<file path="src/rtl/ifu_pkg.sv">
// Shared types for the instruction fetch unit.
// Holds the reset PC, controller states and the fetch buffer entry.
package ifu_pkg;

  localparam logic [31:0] IFU_RESET_PC = 32'h0000_3000;

  typedef enum logic {
    ST_RUN   = 1'b0,
    ST_FAULT = 1'b1
  } ifu_state_e;

  typedef struct packed {
    logic [31:0] pc;
    logic [31:0] instr;
    logic        fault;
  } ifu_entry_t;

endpackage

</file>
<file path="src/rtl/ifu_fetch_buf.sv">
// Circular fetch buffer: push at tail, pop at head, flush empties it.
// DEPTH must be a power of two so the pointers wrap naturally.
module ifu_fetch_buf
  import ifu_pkg::*;
#(
  parameter int DEPTH = 2
) (
  input  logic       clk,
  input  logic       rst_n,
  input  logic       push_i,
  input  ifu_entry_t wdata_i,
  input  logic       pop_i,
  input  logic       flush_i,
  output ifu_entry_t head_o,
  output logic       full_o,
  output logic       empty_o
);

  localparam int AW = (DEPTH > 1) ? $clog2(DEPTH) : 1;

  logic [AW-1:0] rd_q, rd_d;
  logic [AW-1:0] wr_q, wr_d;
  logic [AW:0]   cnt_q, cnt_d;
  ifu_entry_t    mem_q [DEPTH];

  assign empty_o = (cnt_q == '0);
  assign full_o  = (cnt_q == (AW+1)'(DEPTH));
  assign head_o  = empty_o ? '0 : mem_q[rd_q];

  always_comb begin
    rd_d  = rd_q;
    wr_d  = wr_q;
    cnt_d = cnt_q;
    if (flush_i) begin
      rd_d  = '0;
      wr_d  = '0;
      cnt_d = '0;
    end else begin
      if (push_i) wr_d = wr_q + 1'b1;
      if (pop_i)  rd_d = rd_q + 1'b1;
      unique case ({push_i, pop_i})
        2'b10:   cnt_d = cnt_q + 1'b1;
        2'b01:   cnt_d = cnt_q - 1'b1;
        default: cnt_d = cnt_q;
      endcase
    end
  end

  always_ff @(posedge clk or negedge rst_n) begin
    if (!rst_n) begin
      rd_q  <= '0;
      wr_q  <= '0;
      cnt_q <= '0;
    end else begin
      rd_q  <= rd_d;
      wr_q  <= wr_d;
      cnt_q <= cnt_d;
    end
  end

  // Storage needs no reset: head_o is masked while empty.
  always_ff @(posedge clk) begin
    if (push_i && !flush_i) mem_q[wr_q] <= wdata_i;
  end

endmodule

</file>
<file path="src/rtl/ifu_fetch_ctrl.sv">
// Fetch controller: sequential PC, fault detection, redirect, buffer.
// Optional stall counter enabled by macro IFU_FETCH_PERF_EN.
module ifu_fetch_ctrl
  import ifu_pkg::*;
#(
  parameter logic [31:0] RESET_PC  = IFU_RESET_PC,
  parameter int          IM_WORDS  = 4096,
  parameter int          BUF_DEPTH = 2
) (
  input  logic        clk,
  input  logic        rst_n,
  output logic [31:0] rom_addr,
  input  logic [31:0] rom_data,
  input  logic        redirect_valid,
  input  logic [31:0] redirect_pc,
  output logic        instr_valid,
  input  logic        instr_ready,
  output logic [31:0] instr,
  output logic [31:0] instr_pc,
  output logic        instr_fault,
  output logic [31:0] perf_stall_cycles
);

  // 33-bit bound so a window ending at 2^32 still compares correctly.
  localparam logic [32:0] IM_HI =
    {1'b0, RESET_PC} + 33'(IM_WORDS) * 33'd4;

  ifu_state_e  state_q, state_d;
  logic [31:0] pc_q, pc_d;
  logic        push, pop, full, empty, bad_pc;
  ifu_entry_t  wentry, head;

  assign rom_addr = pc_q;

  assign bad_pc = (pc_q[1:0] != 2'b00)
               || (pc_q < RESET_PC)
               || ({1'b0, pc_q} >= IM_HI);

  assign instr_valid = !empty;
  assign pop         = instr_valid && instr_ready;
  assign instr       = head.instr;
  assign instr_pc    = head.pc;
  assign instr_fault = head.fault;

  always_comb begin
    state_d = state_q;
    pc_d    = pc_q;
    push    = 1'b0;
    wentry  = '0;
    if (redirect_valid) begin
      pc_d    = redirect_pc;
      state_d = ST_RUN;
    end else begin
      unique case (state_q)
        ST_RUN: begin
          if (!full || pop) begin
            push      = 1'b1;
            wentry.pc = pc_q;
            if (bad_pc) begin
              wentry.fault = 1'b1;
              state_d      = ST_FAULT;
            end else begin
              wentry.instr = rom_data;
              pc_d         = pc_q + 32'd4;
            end
          end
        end
        ST_FAULT: ;
        default: state_d = ST_RUN;
      endcase
    end
  end

  always_ff @(posedge clk or negedge rst_n) begin
    if (!rst_n) begin
      state_q <= ST_RUN;
      pc_q    <= RESET_PC;
    end else begin
      state_q <= state_d;
      pc_q    <= pc_d;
    end
  end

  ifu_fetch_buf #(
    .DEPTH (BUF_DEPTH)
  ) u_buf (
    .clk     (clk),
    .rst_n   (rst_n),
    .push_i  (push),
    .wdata_i (wentry),
    .pop_i   (pop),
    .flush_i (redirect_valid),
    .head_o  (head),
    .full_o  (full),
    .empty_o (empty)
  );

`ifdef IFU_FETCH_PERF_EN
  logic [31:0] perf_q, perf_d;

  always_comb begin
    perf_d = perf_q;
    if (instr_valid && !instr_ready && (perf_q != 32'hFFFF_FFFF))
      perf_d = perf_q + 32'd1;
  end

  always_ff @(posedge clk or negedge rst_n) begin
    if (!rst_n) perf_q <= '0;
    else        perf_q <= perf_d;
  end

  assign perf_stall_cycles = perf_q;
`else
  assign perf_stall_cycles = 32'h0;
`endif

endmodule

</file>
<file path="config.mk">
export PLATFORM = sky130hd
export DESIGN_NAME = ifu_fetch_ctrl
export DESIGN_NICKNAME = d
export VERILOG_FILES = /design/src/rtl/ifu_pkg.sv /design/src/rtl/ifu_fetch_buf.sv /design/src/rtl/ifu_fetch_ctrl.sv
export SDC_FILE = /design/constraint.sdc
export NUM_CORES = 1
export LEC_CHECK = 0
export BUFFER_PORTS_ARGS = -buffer_cell sky130_fd_sc_hd__clkbuf_2
export CORE_ASPECT_RATIO = 1.1
export CORE_MARGIN = 4
export CORE_UTILIZATION = 53
export CTS_BUF_LIST = sky130_fd_sc_hd__clkbuf_8 sky130_fd_sc_hd__clkbuf_16
export DETAILED_ROUTE_END_ITERATION = 8
export PLACE_DENSITY_LB_ADDON = 0.15
export SYNTH_ARGS = -nofsm -noshare
export SYNTH_HDL_FRONTEND = slang
export SYNTH_HIERARCHICAL = 1
export SYNTH_SLANG_ARGS = --single-unit
</file>
<file path="constraint.sdc">
create_clock -name clk -period 9.6 [get_ports clk]
set_clock_uncertainty 0.1 [all_clocks]
set_input_delay 0.48 -clock clk [delete_from_list [all_inputs] [get_ports clk]]
set_output_delay 0.48 -clock clk [all_outputs]
set_load 0.1 [all_outputs]
</file>
==> results.sh <==
export IMPL_status="complete, no violations"
export IMPL_fin_ws_ns=6.219
export IMPL_setup_worst_path_class="reg2reg"
export IMPL_final_common_cell="clkbuf_2"
export IMPL_cellLeakagePower_nw=3.541
export IMPL_cts_buffer_depth=2
export IMPL_crit_path_end_kind="flop"
export IMPL_cp_start_kind="flop"
export IMPL_cts_resized_gates=0
export IMPL_nNetsFinal=788
export IMPL_cts_sinks=167
export IMPL_cp_max_fo=67
export IMPL_wirelength_um=14890
export IMPL_fp_dieW_um=121.4
export IMPL_preCtsSetupSlack_ns=6.158
export IMPL_n_antenna_cell=0
export IMPL_ys_ff_latch=167
export IMPL_tightest_slew_ns=1.167
export IMPL_first_iter_violations=323
export IMPL_worstPathArrival_ns=3.55
export IMPL_ys_seq_area_frac=0.6442
export IMPL_post_drt_wl_per_cell_um=16.21
export IMPL_grt_pass1_vias=4643
export IMPL_cp_slowest_cell="nor2_2"
export IMPL_placementRows=45
export IMPL_cts_buffers_inserted=17
export IMPL_num_io_pins=198
export IMPL_grt_max_degree=68
export IMPL_required_ns=9.77
export IMPL_async_flop_share=0.2216
export IMPL_finalMaxSlewViolations=0
export IMPL_grtUsageMet1=0.2622
export IMPL_gp_congestion=0.8244
export IMPL_whs_ns=0.08249
export IMPL_cap_viol_max_count=0
export IMPL_drtPass1Iterations=4
export IMPL_die_y_um=132.8
export IMPL_syn_area_um2=7501
export IMPL_relSlewSlack=0.2217
export IMPL_final_layout_size_suffix_gt1_frac=0.3023
export IMPL_post_dp_hpwl_um=10020
export IMPL_drc=0
export IMPL_io_buffers=165
export IMPL_min_period_ns=3.381
export IMPL_finalSetupViolations=0
export IMPL_start_util=0.5416
export IMPL_grt_first_pass_wirelength_um=23430
export IMPL_area_growth_pct=18.00
export IMPL_core_area_um2=13850
export IMPL_ys_top_cells_by_area="edfxtp_1, dfrtp_1, mux2i_1"
export IMPL_synth_cell_types=47
export IMPL_grt_util_all_layers=0.1868
export IMPL_pwr_density_cell_nw_per_um2=327.0
export IMPL_rsz0062_at_grt="false"
export IMPL_via_per_inst=5.074
export IMPL_crit_start="u_buf/cnt_q[0]$_DFFE_PN0P_"
export IMPL_p_total_w=0.002894
export IMPL_clk_latency_ns=0.42
export IMPL_period_share=0.3521
export IMPL_vias=4663
export IMPL_r2r_start="u_buf/cnt_q[0]$_DFFE_PN0P_"
export IMPL_post_cts_setup_buffer_count=0
export IMPL_synth_edff_count=130
export IMPL_synth_top_cell_by_area="edfxtp_1"
export IMPL_grt_use_met3=0.05045
export IMPL_cts_hold_buf=0
export IMPL_h_tree_depth=4
export IMPL_cts_root_buf="clkbuf_16"
export IMPL_layout_common_cells="clkbuf_2, edfxtp_1, nor2_1"
export IMPL_grt_ovfl_total=0
export IMPL_hold_class="in2async"
export IMPL_synthFlopType="edfxtp_1"
export IMPL_synth_top_cell_area_share=0.5204
export IMPL_final_setup_tns_ns=0
export IMPL_use_met2=0.2829
export IMPL_hold_viol=0
export IMPL_crit_chain="nor2_4, buf_4, nand2b_1, a211oi_4, inv_1, nor2_2, and2_1"
export IMPL_vdd_drop_max_mv=0.2006
export IMPL_die_area_um2=16120
export IMPL_synth_cells=558
export IMPL_max_freq_ghz=0.2958
export IMPL_synth_area_per_cell_um2=13.44
export IMPL_busiest_layer="met2"
export IMPL_max_stage_delay_ns=0.87
export IMPL_tritoncts="built"
export IMPL_ant_nets=0
export IMPL_synth_warnings=6
export IMPL_antenna_found_initial=0
export IMPL_path_clk_slew_ns=0.06
through the flow:
step                instances    util  area (um^2)
detailed placement        887  0.6000         8310
global placement          887  0.6000         8310
floorplan                 589       -         7617
global route              919  0.6390         8851
finish                    919  0.6390         8851
CTS                       919  0.6390         8851
layout make-up:
type | instances | area [um^2]
Fill cell | 1084 | 5000
Tap cell | 188 | 235.2
Sequential cell | 167 | 4836
Multi-Input combinational cell | 354 | 2346
Timing Repair Buffer | 170 | 863.3
Clock inverter | 12 | 73.82
Clock buffer | 20 | 466.7
Inverter | 8 | 30.03
registers in the layout, summed over array words and instances (netlist names):
name and flops:
rom_addr 32, state_q 1, u_buf/cnt_q 2, u_buf/mem_q 130
u_buf/rd_q 1, u_buf/wr_q 1
final timing paths:
kind                                                 to  slack (ns)  cells past startpoint
setup / recovery           u_buf/mem_q[0][22]$_DFFE_PP_        6.22                      7
hold / removal                  rom_addr[6]$_DFFE_PN0P_        0.08                      1
setup reg to reg           u_buf/mem_q[0][22]$_DFFE_PP_        6.22                      7
hold reg to reg                rom_addr[30]$_DFFE_PN0P_        0.49                      1
max in group asynchronous        u_buf/rd_q$_DFFE_PN0P_        8.61                      1
min in group clk               rom_addr[14]$_DFFE_PN0P_        0.16                      2
critical path: cells and delay by family (launching register included):
kind                   cells  cell delay [ns]
and+or+nand+nor            4             1.56
AOI/OAI and AO/OA          1             0.59
buffers and inverters      2             0.51
DFF                        1             0.46
cells in the mapped netlist (5+ instances only):
| library cell | instances |
|---|---|
| edfxtp_1 | 130 |
| nor2_1 | 85 |
| mux2i_1 | 66 |
| a21oi_1 | 5 |
| inv_1 | 7 |
| mux2_2 | 19 |
| nor4_1 | 10 |
| and2_1 | 64 |
| nor3_1 | 7 |
| a221o_1 | 7 |
| buf_4 | 37 |
| nand3_1 | 6 |
| clkbuf_1 | 12 |
| dfrtp_1 | 35 |
| nand2_1 | 7 |
| buf_2 | 5 |
| nor3b_1 | 7 |
layer usage:
| metal | vias up | wire length [um] |
|---|---|---|
| met1 | 2224 | 6615 |
| met5 | - | 0 |
| met2 | 159 | 7060 |
| met3 | 15 | 1028 |
| met4 | 0 | 189 |
| li1 | 2265 | - |
where the power goes:
| group | switching, W | internal, W |
|---|---|---|
| sequential | 0.0000815 | 0.000834 |
| combinational | 0.00115 | 0.000212 |
| clock | 0.000249 | 0.000368 |
| total | 0.00148 | 0.00141 |
kinds of logic after synthesis:
group	after synthesis	synth area share
simple gates	206	0.1426
flops	167	0.6442
mux	85	0.1166
buf+inv	68	0.06238
compound gates	24	0.02452
xor+xnor	5	0.005838
fa+ha+maj	2	0.003336
other cells	1	0.0004999
(Power assumes the default switching activity.)
